### config.mk
export PLATFORM = sky130hd
export DESIGN_NAME = sjr_method_caller
export DESIGN_NICKNAME = d
export VERILOG_FILES = /design/src/rtl/sjr_caller_pkg.sv /design/src/rtl/sjr_sat_counter.sv /design/src/rtl/sjr_method_caller.sv
export SDC_FILE = /design/constraint.sdc
export NUM_CORES = 1
export LEC_CHECK = 0
export CAP_MARGIN = 25
export CORE_MARGIN = 2
export CORE_UTILIZATION = 59
export CTS_BUF_LIST = sky130_fd_sc_hd__clkbuf_8
export CTS_CLUSTER_SIZE = 8
export DETAILED_ROUTE_END_ITERATION = 6
export PLACE_DENSITY = 0.87
export SYNTH_ARGS = -nofsm -noshare
export SYNTH_HDL_FRONTEND = slang
export SYNTH_SLANG_ARGS = --single-unit
### constraint.sdc
create_clock -name clk -period 3.5 [get_ports clk]
set_clock_uncertainty 0.05 [all_clocks]
set_input_delay 0.35 -clock clk [delete_from_list [all_inputs] [get_ports clk]]
set_output_delay 0.35 -clock clk [all_outputs]
set_load 0.005 [all_outputs]
### src/rtl/sjr_caller_pkg.sv
// Shared types and defaults for the method-call initiator (sjr_method_caller).
package sjr_caller_pkg;

  typedef enum logic [2:0] {
    IDLE,
    WAIT_FREE,
    REQ,
    RUN,
    RESP
  } state_t;

  typedef enum logic [1:0] {
    ERR_OK      = 2'd0,
    ERR_ACK_TO  = 2'd1,
    ERR_RUN_TO  = 2'd2,
    ERR_BAD_IDX = 2'd3
  } err_t;

  localparam int DEF_N_METHODS   = 4;
  localparam int DEF_IDX_W       = 2;
  localparam int DEF_CNT_W       = 16;
  localparam int DEF_ACK_TIMEOUT = 64;
  localparam int DEF_RUN_TIMEOUT = 4096;

  // Bits needed to count up to the larger of two timeouts.
  function automatic int to_width(input int a, input int b);
    return $clog2(((a > b) ? a : b) + 1);
  endfunction

endpackage

### src/rtl/sjr_sat_counter.sv
// Saturating up-counter with synchronous clear (priority) and count enable.
module sjr_sat_counter #(
  parameter int W = 16
) (
  input  logic         clk,
  input  logic         reset,
  input  logic         clr,
  input  logic         en,
  output logic [W-1:0] cnt
);

  always_ff @(posedge clk or negedge reset) begin
    if (!reset) begin
      cnt <= '0;
    end else if (clr) begin
      cnt <= '0;
    end else if (en && (cnt != '1)) begin
      cnt <= cnt + W'(1);
    end
  end

endmodule

### src/rtl/sjr_method_caller.sv
// Initiator for the <method>_req/<method>_busy handshake; one call in flight.
// Timeout enforcement is built only when SJR_CALLER_TIMEOUT_EN is defined.
module sjr_method_caller
  import sjr_caller_pkg::*;
#(
  parameter int N_METHODS   = DEF_N_METHODS,
  parameter int IDX_W       = DEF_IDX_W,
  parameter int CNT_W       = DEF_CNT_W,
  parameter int ACK_TIMEOUT = DEF_ACK_TIMEOUT,
  parameter int RUN_TIMEOUT = DEF_RUN_TIMEOUT
) (
  input  logic                 clk,
  input  logic                 reset,
  input  logic                 cmd_valid,
  output logic                 cmd_ready,
  input  logic [IDX_W-1:0]     cmd_method,
  output logic [N_METHODS-1:0] method_req,
  input  logic [N_METHODS-1:0] method_busy,
  output logic                 rsp_valid,
  input  logic                 rsp_ready,
  output logic [IDX_W-1:0]     rsp_method,
  output logic [CNT_W-1:0]     rsp_cycles,
  output logic [1:0]           rsp_err
);

  state_t           state;
  logic [IDX_W-1:0] idx;
  logic             busy_sel;
  logic [CNT_W-1:0] cyc;
  logic             cyc_en;
  logic             ack_to;
  logic             run_to;

  always_comb begin
    busy_sel = 1'b0;
    for (int unsigned i = 0; i < N_METHODS; i++) begin
      if (idx == IDX_W'(i)) busy_sel = method_busy[i];
    end
  end

  // Loaded to 1 on the edge that enters REQ, so it equals cycles spent in REQ+RUN.
  assign cyc_en = ((state == WAIT_FREE) && !busy_sel) || (state == REQ) || (state == RUN);

  sjr_sat_counter #(.W(CNT_W)) u_cyc (
    .clk   (clk),
    .reset (reset),
    .clr   (state == IDLE),
    .en    (cyc_en),
    .cnt   (cyc)
  );

`ifdef SJR_CALLER_TIMEOUT_EN
  localparam int TO_W = to_width(ACK_TIMEOUT, RUN_TIMEOUT);

  logic [TO_W-1:0] tcnt;
  logic            to_clr;

  // Restarts at the REQ->RUN edge, so it holds (cycles in current phase - 1).
  assign to_clr = !((state == REQ) || (state == RUN)) || ((state == REQ) && busy_sel);

  sjr_sat_counter #(.W(TO_W)) u_to (
    .clk   (clk),
    .reset (reset),
    .clr   (to_clr),
    .en    (1'b1),
    .cnt   (tcnt)
  );

  assign ack_to = (tcnt >= TO_W'(ACK_TIMEOUT - 1));
  assign run_to = (tcnt >= TO_W'(RUN_TIMEOUT - 1));
`else
  localparam int unused_timeouts = ACK_TIMEOUT + RUN_TIMEOUT;

  assign ack_to = 1'b0;
  assign run_to = 1'b0;
`endif

  always_ff @(posedge clk or negedge reset) begin
    if (!reset) begin
      state      <= IDLE;
      idx        <= '0;
      cmd_ready  <= 1'b0;
      method_req <= '0;
      rsp_valid  <= 1'b0;
      rsp_method <= '0;
      rsp_cycles <= '0;
      rsp_err    <= ERR_OK;
    end else begin
      case (state)
        IDLE: begin
          if (cmd_valid && cmd_ready) begin
            cmd_ready <= 1'b0;
            idx       <= cmd_method;
            if ({1'b0, cmd_method} >= (IDX_W + 1)'(N_METHODS)) begin
              state      <= RESP;
              rsp_valid  <= 1'b1;
              rsp_method <= cmd_method;
              rsp_cycles <= '0;
              rsp_err    <= ERR_BAD_IDX;
            end else begin
              state <= WAIT_FREE;
            end
          end else begin
            cmd_ready <= 1'b1;
          end
        end
        WAIT_FREE: begin
          if (!busy_sel) begin
            state      <= REQ;
            method_req <= N_METHODS'(1) << idx;
          end
        end
        REQ: begin
          if (busy_sel) begin
            method_req <= '0;
            state      <= RUN;
          end else if (ack_to) begin
            method_req <= '0;
            state      <= RESP;
            rsp_valid  <= 1'b1;
            rsp_method <= idx;
            rsp_cycles <= cyc;
            rsp_err    <= ERR_ACK_TO;
          end
        end
        RUN: begin
          if (!busy_sel || run_to) begin
            state      <= RESP;
            rsp_valid  <= 1'b1;
            rsp_method <= idx;
            rsp_cycles <= cyc;
            rsp_err    <= busy_sel ? ERR_RUN_TO : ERR_OK;
          end
        end
        RESP: begin
          if (rsp_ready) begin
            rsp_valid <= 1'b0;
            cmd_ready <= 1'b1;
            state     <= IDLE;
          end
        end
        default: begin
          state      <= IDLE;
          method_req <= '0;
          rsp_valid  <= 1'b0;
          cmd_ready  <= 1'b0;
        end
      endcase
    end
  end

endmodule

==> flow_metrics.env <==
export IMPL_status="finished clean"
export IMPL_worst_slack_ps=1120
export IMPL_hold_class="input port to asynchronous set/reset pin"
export IMPL_ios=36
export IMPL_start_util=0.603
export IMPL_p_total_mw=1.78
export IMPL_syn2layout_area_growth_pct=22.3
export IMPL_final_util=0.737
export IMPL_cts_tree="done"
export IMPL_pwr_share_comb=0.360
export IMPL_p_int_mw=1.18
export IMPL_fillers=244
export IMPL_ys_ff_latch=45
export IMPL_post_cts_resized=0
export IMPL_pwr_share_clk=0.219
export IMPL_path_clk_slew_ps=80
export IMPL_track_usage=0.223
export IMPL_switching_share=0.336
export IMPL_numCtsBuffers=5
export IMPL_rrSetupSlack_ps=1120
export IMPL_setup_worst_path_end="rsp_cycles[3]$_DFFE_PN0P_"
export IMPL_power_leakage_nw=1.12
export IMPL_synth_warnings=0
export IMPL_portBuffers=33
export IMPL_grt_pass1_vias=1618
export IMPL_yosys_area_top_type_share=0.518
export IMPL_vias_per_cell=6.03
export IMPL_remaining_drc_errors=0
export IMPL_drt_pass1_iterations=4
export IMPL_critical_path_required_ps=3630
export IMPL_clock_sinks=45
export IMPL_multi_input_area_sq_um=967
export IMPL_grt_antenna_before_repair=0
export IMPL_maxSlewViolCount=0
export IMPL_dp_slack_ps=870
export IMPL_place_inst=260
export IMPL_peakVddDrop_mv=0.481
export IMPL_fp_dieW_microns=64.7
export IMPL_max_slew_margin=0.580
export IMPL_period_minus_slack_ps=2380
export IMPL_fin_area_sq_um=2660
export IMPL_hpwlAfterDp_microns=2960
export IMPL_overflow=0
export IMPL_p_seq_frac=0.421
export IMPL_htree_levels=2
export IMPL_hold_viol_final=0
export IMPL_r2r_end="rsp_cycles[3]$_DFFE_PN0P_"
export IMPL_powerDensity_nw_per_um2=670
export IMPL_postCtsSetupBuffers=0
export IMPL_rows=22
export IMPL_max_freq_mhz=421
export IMPL_final_antenna_net_count=0
export IMPL_dieHeight_microns=64.7
export IMPL_startpoint="idx[0]$_DFFE_PN0P_"
export IMPL_hold_buffers=0
export IMPL_drt_wl_total_microns=4160
export IMPL_ys_seq_area_frac=0.518
export IMPL_rsz0062_at_grt="no"
export IMPL_finalSetupViolCount=0
export IMPL_cts_buffer_depth=2
export IMPL_final_setup_tns_ps=0
export IMPL_r2r_cells=4
export IMPL_placed_cell_area_sq_um=2510
export IMPL_synthTopCellsByCount="dfrtp_1 (45), mux2_2 (24), nand2_1 (10), nand3_1 (10), mux2i_1 (9)"
export IMPL_worstPathArrival_ps=2500
export IMPL_hold_ws_ps=334
export IMPL_grt_start_max_net_pins=46
export IMPL_wl_per_cell_microns=15.4
export IMPL_avgSynthCellArea_sq_um=11.6
export IMPL_synthArstFlopShare=1.00
export IMPL_worst_setup_path_type="flop to flop"
export IMPL_gp_congestion=0.812
export IMPL_fp_dieArea_sq_um=4190
export IMPL_r2r_start="idx[0]$_DFFE_PN0P_"
export IMPL_critPathLaunchType="flop"
export IMPL_drt_iter0_markers=97
export IMPL_seq_area_sq_um=1130
export IMPL_netlist_area_sq_um=2170
export IMPL_core_area_sq_um=3610
export IMPL_yosys_area_top_type="dfrtp_1"
export IMPL_synth_most_common_cell="dfrtp_1"
export IMPL_grt_first_pass_wirelength_microns=7240
export IMPL_synth_edff_count=0
export IMPL_ys_top_cells_by_area="dfrtp_1 (52%), mux2_2 (12%), mux2i_1 (4.1%)"
export IMPL_worst_slew_pin_slew_ps=625
export IMPL_drv_cap=0
export IMPL_clock_latency_ps=290
export IMPL_fin_crit_sh=0.679
export IMPL_ys_types=39
export IMPL_critPathCaptureType="flop"
export IMPL_vias=1627
export IMPL_cp_max_fo=11
export IMPL_syn_inst=188
export IMPL_layout_drive_gt1_share=0.198
export IMPL_power_switching_mw=0.598
export IMPL_stdcell_count=270
export IMPL_ys_flop_type="dfrtp_1"
export IMPL_n_antenna_cell=0
export IMPL_nets=232
export IMPL_ctsRootBufferMaster="clkbuf_8"
[critical path, cell delays in order (launching register included)]
cell and delay, ps:
dfrtp_1 470, mux4_2 640, nor3_4 460, buf_4 290, mux2_2 350
[flip-flops by register name, summed over array words and instances, names as in the netlist]
name        cells
method_req      4
rsp_valid       1
cmd_ready       1
u_cyc.cnt      16
rsp_method      2
state           3
idx             2
rsp_cycles     16
[cell families after synthesis]
logic type | Yosys count | synth area share
buffers and inverters | 17 | 0.0420
adders and majority gates | 1 | 0.00575
muxes | 34 | 0.176
AOI/OAI and AO/OA | 26 | 0.0817
other | 1 | 0.00172
DFF | 45 | 0.518
and+or+nand+nor | 64 | 0.175
[per-layer routing]
layer,share of wire,track usage
met1,0.43,0.285
met2,0.51,0.381
met3,0.049,0.0451
met4,0.0084,0.0691
met5,0,0
[cell type report]
class                   count  share of cell area
clock inverters             2              0.0127
well taps                  48              0.0226
flip-flops and latches     45               0.424
multi-input cells         127               0.364
repair buffers             37               0.139
clock buffers               6              0.0311
inverters                   5             0.00706
[cell usage in the layout, fill, tap and decap left out, types with 2 or more instances in the layout]
cell and instances:
and4_1 2, o41ai_1 2, nor3_1 3, nand2b_1 6, conb_1 2, inv_1 6, a21oi_1 8, or4_1 5
o21ai_0 4, and3_1 3, dfrtp_1 45, nor4_1 5, nand4_1 5, nand3_1 10, o31ai_1 6, buf_4 2
mux2i_1 9, nor4b_1 2, o211ai_1 2, nand2_1 10, clkbuf_8 6, mux2_2 24, clkdlybuf4s50_1 32, nor2_1 5
[power groups by stage]
stage               sequential, mW  combinational, mW  clock (mW)
floorplan                    0.724              0.464           0
global placement             0.749              0.612           0
detailed placement           0.761              0.645           0
CTS                          0.750              0.646       0.398
global route                 0.771              0.710       0.418
finish                       0.750              0.642       0.391
[worst min-delay path by stage]
stage,startpoint,to,slack (ps),depth (start not counted)
2_1_floorplan,reset,cmd_ready$_DFFE_PN0P_,4,0
3_3_place_gp,rsp_cycles[12]$_DFFE_PN0P_,rsp_cycles[12]$_DFFE_PN0P_,440,1
3_5_place_dp,rsp_cycles[7]$_DFFE_PN0P_,rsp_cycles[7]$_DFFE_PN0P_,450,1
4_1_cts,reset,idx[1]$_DFFE_PN0P_,190,1
5_1_grt,reset,rsp_cycles[10]$_DFFE_PN0P_,330,2
6_report,reset,rsp_cycles[10]$_DFFE_PN0P_,330,2
Note: power is estimated with default switching activity, not from simulation.
